**src/rtl/stopwatch_watch_ctrl_pkg.sv**
```systemverilog
// rtl/stopwatch_watch_ctrl_pkg.sv - shared state and field codes for the stopwatch/watch control
// Purpose: stopwatch and watch FSM state encodings, o_set_field codes consumed by the
//          watch datapath, and the state-to-field mapping.
// Ports:   none (package).
package stopwatch_watch_ctrl_pkg;

  typedef enum logic [1:0] {
    SW_STOP  = 2'd0,
    SW_RUN   = 2'd1,
    SW_CLEAR = 2'd2
  } sw_state_e;

  // Ordered so that a run pulse advances the watch FSM by simple increment,
  // wrapping W_SET_SEC back to W_SHOW.
  typedef enum logic [1:0] {
    W_SHOW     = 2'd0,
    W_SET_HOUR = 2'd1,
    W_SET_MIN  = 2'd2,
    W_SET_SEC  = 2'd3
  } w_state_e;

  localparam logic [1:0] FIELD_NONE = 2'b00;
  localparam logic [1:0] FIELD_HOUR = 2'b01;
  localparam logic [1:0] FIELD_MIN  = 2'b10;
  localparam logic [1:0] FIELD_SEC  = 2'b11;

  function automatic logic [1:0] field_of(input w_state_e s);
    case (s)
      W_SET_HOUR: field_of = FIELD_HOUR;
      W_SET_MIN:  field_of = FIELD_MIN;
      W_SET_SEC:  field_of = FIELD_SEC;
      default:    field_of = FIELD_NONE;
    endcase
  endfunction

endpackage

```
**src/rtl/stopwatch_watch_ctrl_timer.sv**
```systemverilog
// rtl/stopwatch_watch_ctrl_timer.sv - idle timeout counter for the watch SET states
// Purpose: counts idle cycles while i_run is high; i_clr zeroes it. Saturates at
//          TIMEOUT_CYC-1 and flags o_expire there.
// Ports:   clk, reset (async, active-high), i_run (in a SET state), i_clr (clear count),
//          o_expire (count reached TIMEOUT_CYC-1 with no clear this cycle).
module set_timeout_timer #(
  parameter int TIMEOUT_CYC = 1_000_000_000
) (
  input  logic clk,
  input  logic reset,
  input  logic i_run,
  input  logic i_clr,
  output logic o_expire
);

  localparam int CW = (TIMEOUT_CYC > 1) ? $clog2(TIMEOUT_CYC) : 1;
  localparam logic [CW-1:0] LAST = CW'(TIMEOUT_CYC - 1);

  logic [CW-1:0] cnt_d, cnt_q;

  always_comb begin
    cnt_d = cnt_q;
    if (i_clr) begin
      cnt_d = '0;
    end else if (i_run && (cnt_q != LAST)) begin
      cnt_d = cnt_q + 1'b1;
    end
  end

  always_ff @(posedge clk or posedge reset) begin
    if (reset) begin
      cnt_q <= '0;
    end else begin
      cnt_q <= cnt_d;
    end
  end

  // A button pulse in the same cycle counts as user activity and wins over expiry.
  assign o_expire = i_run && !i_clr && (cnt_q == LAST);

endmodule

```
**src/rtl/stopwatch_watch_ctrl.sv**
```systemverilog
// rtl/stopwatch_watch_ctrl.sv - central run/stop/clear and time-set control FSM
// Purpose: turns debounced button pulses into stopwatch run/clear, watch field
//          select and inc/dec pulses, and the stopwatch/watch view select.
// Build option: LAP_FREEZE_EN enables the lap display freeze toggled by down.
// Ports:   clk, reset (async, active-high);
//          i_btn_run/clear/mode/up/down: 1-cycle button pulses;
//          o_sw_run (level), o_sw_clear (pulse), o_watch_mode (0 sw, 1 watch),
//          o_set_field (00 none/01 hour/10 min/11 sec), o_inc/o_dec (pulses),
//          o_lap_freeze (level).
module stopwatch_watch_ctrl
  import stopwatch_watch_ctrl_pkg::*;
#(
  parameter int TIMEOUT_CYC = 1_000_000_000
) (
  input  logic       clk,
  input  logic       reset,
  input  logic       i_btn_run,
  input  logic       i_btn_clear,
  input  logic       i_btn_mode,
  input  logic       i_btn_up,
  input  logic       i_btn_down,
  output logic       o_sw_run,
  output logic       o_sw_clear,
  output logic       o_watch_mode,
  output logic [1:0] o_set_field,
  output logic       o_inc,
  output logic       o_dec,
  output logic       o_lap_freeze
);

  sw_state_e  sw_state_d, sw_state_q;
  w_state_e   w_state_d, w_state_q;
  logic       watch_mode_d, watch_mode_q;
  logic       sw_run_d, sw_run_q;
  logic       sw_clear_d, sw_clear_q;
  logic [1:0] set_field_d, set_field_q;
  logic       inc_d, inc_q;
  logic       dec_d, dec_q;
  logic       lap_d, lap_q;

  logic any_pulse, in_set, expire;
  logic clr_act, run_act, ud_ok, up_act, dn_act;

  assign any_pulse = i_btn_run | i_btn_clear | i_btn_mode | i_btn_up | i_btn_down;
  assign in_set    = (w_state_q != W_SHOW);

  // Priority mode > clear > run > up/down; lower pulses in the same cycle are dropped.
  assign clr_act = i_btn_clear & ~i_btn_mode;
  assign run_act = i_btn_run & ~i_btn_mode & ~i_btn_clear;
  assign ud_ok   = ~i_btn_mode & ~i_btn_clear & ~i_btn_run;
  assign up_act  = ud_ok & i_btn_up & ~i_btn_down;
  assign dn_act  = ud_ok & i_btn_down & ~i_btn_up;

  set_timeout_timer #(.TIMEOUT_CYC(TIMEOUT_CYC)) u_timer (
    .clk      (clk),
    .reset    (reset),
    .i_run    (in_set),
    .i_clr    (any_pulse | ~in_set),
    .o_expire (expire)
  );

  always_comb begin
    sw_state_d   = sw_state_q;
    w_state_d    = w_state_q;
    watch_mode_d = watch_mode_q;
    inc_d        = 1'b0;
    dec_d        = 1'b0;
    lap_d        = lap_q;

    if (i_btn_mode) begin
      watch_mode_d = ~watch_mode_q;
    end

    // The stopwatch keeps its state while the watch is viewed.
    case (sw_state_q)
      SW_STOP: begin
        if (!watch_mode_q && run_act) begin
          sw_state_d = SW_RUN;
        end else if (!watch_mode_q && clr_act) begin
          sw_state_d = SW_CLEAR;
        end
      end
      SW_RUN: begin
        if (!watch_mode_q && run_act) begin
          sw_state_d = SW_STOP;
        end
      end
      default: sw_state_d = SW_STOP;
    endcase

    if (watch_mode_q) begin
      if (in_set && clr_act) begin
        w_state_d = W_SHOW;
      end else if (run_act) begin
        w_state_d = w_state_e'(w_state_q + 2'd1);
      end else if (expire) begin
        w_state_d = W_SHOW;
      end
      if (in_set) begin
        inc_d = up_act;
        dec_d = dn_act;
      end
      if (i_btn_mode) begin
        w_state_d = W_SHOW;
      end
    end

`ifdef LAP_FREEZE_EN
    if (!watch_mode_q && (sw_state_q == SW_RUN) && dn_act) begin
      lap_d = ~lap_q;
    end
    if (sw_state_d == SW_CLEAR) begin
      lap_d = 1'b0;
    end
`else
    lap_d = 1'b0;
`endif

    sw_run_d    = (sw_state_d == SW_RUN);
    sw_clear_d  = (sw_state_d == SW_CLEAR);
    set_field_d = field_of(w_state_d);
  end

  always_ff @(posedge clk or posedge reset) begin
    if (reset) begin
      sw_state_q   <= SW_STOP;
      w_state_q    <= W_SHOW;
      watch_mode_q <= 1'b0;
      sw_run_q     <= 1'b0;
      sw_clear_q   <= 1'b0;
      set_field_q  <= FIELD_NONE;
      inc_q        <= 1'b0;
      dec_q        <= 1'b0;
      lap_q        <= 1'b0;
    end else begin
      sw_state_q   <= sw_state_d;
      w_state_q    <= w_state_d;
      watch_mode_q <= watch_mode_d;
      sw_run_q     <= sw_run_d;
      sw_clear_q   <= sw_clear_d;
      set_field_q  <= set_field_d;
      inc_q        <= inc_d;
      dec_q        <= dec_d;
      lap_q        <= lap_d;
    end
  end

  assign o_sw_run     = sw_run_q;
  assign o_sw_clear   = sw_clear_q;
  assign o_watch_mode = watch_mode_q;
  assign o_set_field  = set_field_q;
  assign o_inc        = inc_q;
  assign o_dec        = dec_q;
  assign o_lap_freeze = lap_q;

endmodule

```
**config.mk**
```make
export PLATFORM = sky130hd
export DESIGN_NAME = stopwatch_watch_ctrl
export DESIGN_NICKNAME = d
export VERILOG_FILES = /design/src/rtl/stopwatch_watch_ctrl_pkg.sv /design/src/rtl/stopwatch_watch_ctrl_timer.sv /design/src/rtl/stopwatch_watch_ctrl.sv
export SDC_FILE = /design/constraint.sdc
export NUM_CORES = 1
export LEC_CHECK = 0
export CORE_AREA = 2 2 64 90
export CTS_CLUSTER_DIAMETER = 30
export DETAILED_ROUTE_END_ITERATION = 10
export DIE_AREA = 0 0 66 92
export PLACE_DENSITY = 0.59
export SYNTH_ARGS = -nofsm -noshare
export SYNTH_HDL_FRONTEND = slang
export SYNTH_SLANG_ARGS = --single-unit
```
**constraint.sdc**
```tcl
create_clock -name clk -period 3.8 [get_ports clk]
set_clock_uncertainty 0.05 [all_clocks]
set_input_delay 0.76 -clock clk [delete_from_list [all_inputs] [get_ports clk]]
set_output_delay 0.76 -clock clk [all_outputs]
set_load 0.05 [all_outputs]
```
==> metrics.md <==
| Metric | Value |
|---|---|
| Status | `finished clean` |
| Initial antenna violation count | `0` |
| Library cells used by synthesis | `43` |
| Cell Chain, Critical Path | `clkdlybuf4s50_1 > or3_4 > or4_4 > or4_1 > nand2_1` |
| Min-Delay Path Class | `flip-flop to flip-flop` |
| Synth cell count leaders | `dfrtp_1 (40), nor2_1 (29), nand3_1 (17), xor2_1 (17), nand2_1 (12)` |
| WP data required | `3.98 ns` |
| Worst r2r path cells | `6` |
| RSZ-0062 raised after global routing | `no` |
| GRT Total Usage | `14.61%` |
| Rows | `32` |
| WL final | `3.839 mm` |
| Critical path's top delay family | `simple AND/OR/NAND/NOR gates` |
| Clk pwr share | `33.9%` |
| R2r setup slk | `1.47 ns` |
| First-pass GRT wire length | `6.920 mm` |
| Grt total ovfl | `0` |
| Post-route setup TNS | `0 ns` |
| Die footprint | `6072 um2` |
| Num ports | `15` |
| Critical path type | `primary input to flip-flop` |
| Peak Freq | `375.5 MHz` |
| Synth area leaders | `dfrtp_1 (49%), xor2_1 (7.3%), nor2_1 (5.3%)` |
| Worst Max-Slew Pin Slew | `0.8353 ns` |
| DRC viols | `0` |
| Vias per cell | `5.196` |
| Post-synthesis mux area share | `0.4884%` |
| Vias in the first global route | `1539` |
| Combinational power share | `18.6%` |
| Synth Area in Compound Gates | `7.631%` |
| Setup Buffers After CTS | `0` |
| Final worst-path cycle share | `70.09%` |
| Hold Crit Depth | `1` |
| Routability cong. | `0.7275` |
| Die Ht | `92 um` |
| Share of cells above drive strength 1 | `8.072%` |
| Slew Viols, Final | `0` |
| Antenna cells | `0` |
| Inst Count DP | `283` |
| Synthesized area | `2049 um2` |
| Syn_nets | `217` |
| Hold Vio Cnt, Final | `0` |
| CP max stage cell | `or4_4` |
| Clk_lat worst skew | `0.29 ns` |
| Synth Area in XOR/XNOR | `9.402%` |
| Post-synth EDFFs | `0` |
| Sink Count | `40` |
| Die Width | `66 um` |
| Avg WL per Cell | `13.19 um` |
| Register bit total from synthesis | `40` |
| P_sw | `294.9 uW` |
| Fin nets | `231` |
| Peak VDD IR | `217.6 uV` |
| Final cell count without fillers | `291` |
| Syn Inst Count | `208` |
| Buffers on Ports | `13` |
| Worst setup EP type | `flip-flop` |
| Average size of a mapped cell | `9.853 um2` |
| Final Util | `43.52%` |
| Initial core utilization | `38.20%` |
| Post-Synth Adder-Cell Area | `1.221%` |
| Async SR Flop Fraction | `100.0%` |
| Final setup violation count | `0` |
| Internal | `715.3 uW` |
| Post-synth top area share | `48.84%` |
| Cell area power density | `432.7 nW/um2` |
| Crit path largest cell delay | `0.60 ns` |
| Sequential share of power | `47.5%` |
| Min-delay src | `sw_state_q[1]` |
| Stages on worst setup path | `5` |
| Yosys Warn Count | `0` |
| Max transition margin | `43.85%` |
| Drt first pass iters | `4` |
| Power Total | `1010 uW` |
| TritonCTS clock tree | `built` |
| Total CTS buffers | `5` |
| Top-count cell post-synth | `dfrtp_1` |
| Area of the core | `5365 um2` |
| Post-CTS sizing | `0` |
| Crit start category | `primary input` |
| H-Tree Depth | `2` |
| Max clock buf depth | `2` |
| Clk root buf | `clkbuf_8` |
| Hold_buf cts | `0` |
| Largest net degree at the start of global routing | `41` |
| Layout area overhead | `13.92%` |
| Crit path max fanout | `27` |
| Worst Hold End | `o_sw_run` |
| Top_reg_cell synth | `dfrtp_1` |
| Synth Area in Simple Gates | `28.75%` |
| Worst r2r src | `o_set_field[0]` |
| Main combinational cell family by area after synthesis | `simple AND/OR/NAND/NOR gates` |
| CP Launch Point | `i_btn_clear` |
| Clock transition at the registers of the reported paths | `0.07 ns` |
| Reg-to-Reg End | `u_timer.cnt_q[5]` |
| DR vias | `1512` |
| Sequential fraction of the synthesis area | `48.84%` |
| DRT antenna net count | `0` |
| Sw Ratio | `29.19%` |
| Cell taking the most area after synthesis | `dfrtp_1` |
| # Max-Cap Violations | `0` |
| Dpl hpwl | `2.671 mm` |
| Crit path time final | `2.663 ns` |
| Drt initial violations | `53` |
| Crit path buffers/inverters | `1` |
| Arr. time, crit path | `2.84 ns` |
| Cell leakage power | `0.0009417 uW` |
area by class of cell:
cell class | instances | area, um2
inverters | 5 | 18.77
well taps | 68 | 85.08
clock inverters | 2 | 35.03
repair buffers | 15 | 145.1
clock buffers | 6 | 72.57
flip-flops and latches | 40 | 1001
fillers | 549 | 3030
multi-input cells | 155 | 977.2
power by group through the flow:
| stage | combinational (uW) | sequential, uW | clock (uW) |
|---|---|---|---|
| after floorplan | 99.0 | 526 | 0 |
| after detailed placement | 191 | 490 | 0 |
| after CTS | 192 | 481 | 353 |
| after global routing | 207 | 486 | 369 |
| after global placement | 188 | 489 | 0 |
| final | 188 | 480 | 343 |
worst max path at each step:
stage               slack (ns)          endpoint
floorplan                 1.44  u_timer.cnt_q[5]
CTS                       1.13  u_timer.cnt_q[5]
global placement          0.85  u_timer.cnt_q[5]
global route              1.05  u_timer.cnt_q[5]
finish                    1.14  u_timer.cnt_q[5]
detailed placement        0.82  u_timer.cnt_q[5]
through the flow:
step / cell area (um2) / hold WS [ns] / setup slack [ns]
floorplan: 2049 / 0.3982 / 1.438
global placement: 2227 / 0.4222 / 0.8538
global route: 2335 / 0.4697 / 1.052
detailed placement: 2227 / 0.4240 / 0.8237
CTS: 2335 / 0.4354 / 1.127
finish: 2335 / 0.4313 / 1.137
logic make-up after synthesis:
group	Yosys count
AO/OA/AOI/OAI	24
XOR/XNOR	22
adder cells (fa/ha/maj)	2
buffers and inverters	13
flip-flops	40
multiplexers	1
other	1
AND/OR/NAND/NOR	105
metal layers:
| metal | up-vias | track usage, % | share of wire (%) | routed length, um |
|---|---|---|---|---|
| met3 | 4 | 3.436 | 2.7 | 102 |
| met1 | 736 | 17.70 | 44 | 1705 |
| li1 | 753 | - | - | - |
| met5 | - | 0 | 0 | 0 |
| met4 | 0 | 4.592 | 1.2 | 45 |
| met2 | 19 | 25.25 | 52 | 1985 |
flip-flops by register name, indices dropped and copies added, names as in the netlist:
name,flops
sw_state_q,2
o_sw_clear,1
o_dec,1
o_watch_mode,1
o_set_field,2
o_inc,1
w_state_q,1
u_timer.cnt_q,30
o_sw_run,1
layout by cell type (no fill, tap or decap), types with 2 or more instances in the layout:
| cell type | instances |
|---|---|
| nor2_1 | 29 |
| clkbuf_8 | 5 |
| nand3_1 | 17 |
| or4b_1 | 2 |
| nor3b_1 | 4 |
| a21o_1 | 4 |
| nor3_1 | 4 |
| and3_1 | 3 |
| a21oi_1 | 5 |
| xor2_1 | 17 |
| nand4_1 | 11 |
| and2_1 | 5 |
| nand2_1 | 12 |
| a31oi_1 | 2 |
| buf_4 | 2 |
| nor4_2 | 2 |
| inv_1 | 5 |
| nor2b_1 | 2 |
| clkdlybuf4s50_1 | 13 |
| xnor2_1 | 5 |
| nor4_1 | 3 |
| ha_1 | 2 |
| nand2b_1 | 2 |
| dfrtp_1 | 40 |
| o21ai_0 | 6 |
worst register-to-register path: stages, from the launching register on:
cell	delay (ns)
dfrtp_1	0.37
inv_1	0.07
ha_1	0.21
or3_4	0.34
or4_4	0.60
or4_1	0.55
nand2_1	0.08
Note: power is estimated with default switching activity, not from simulation.
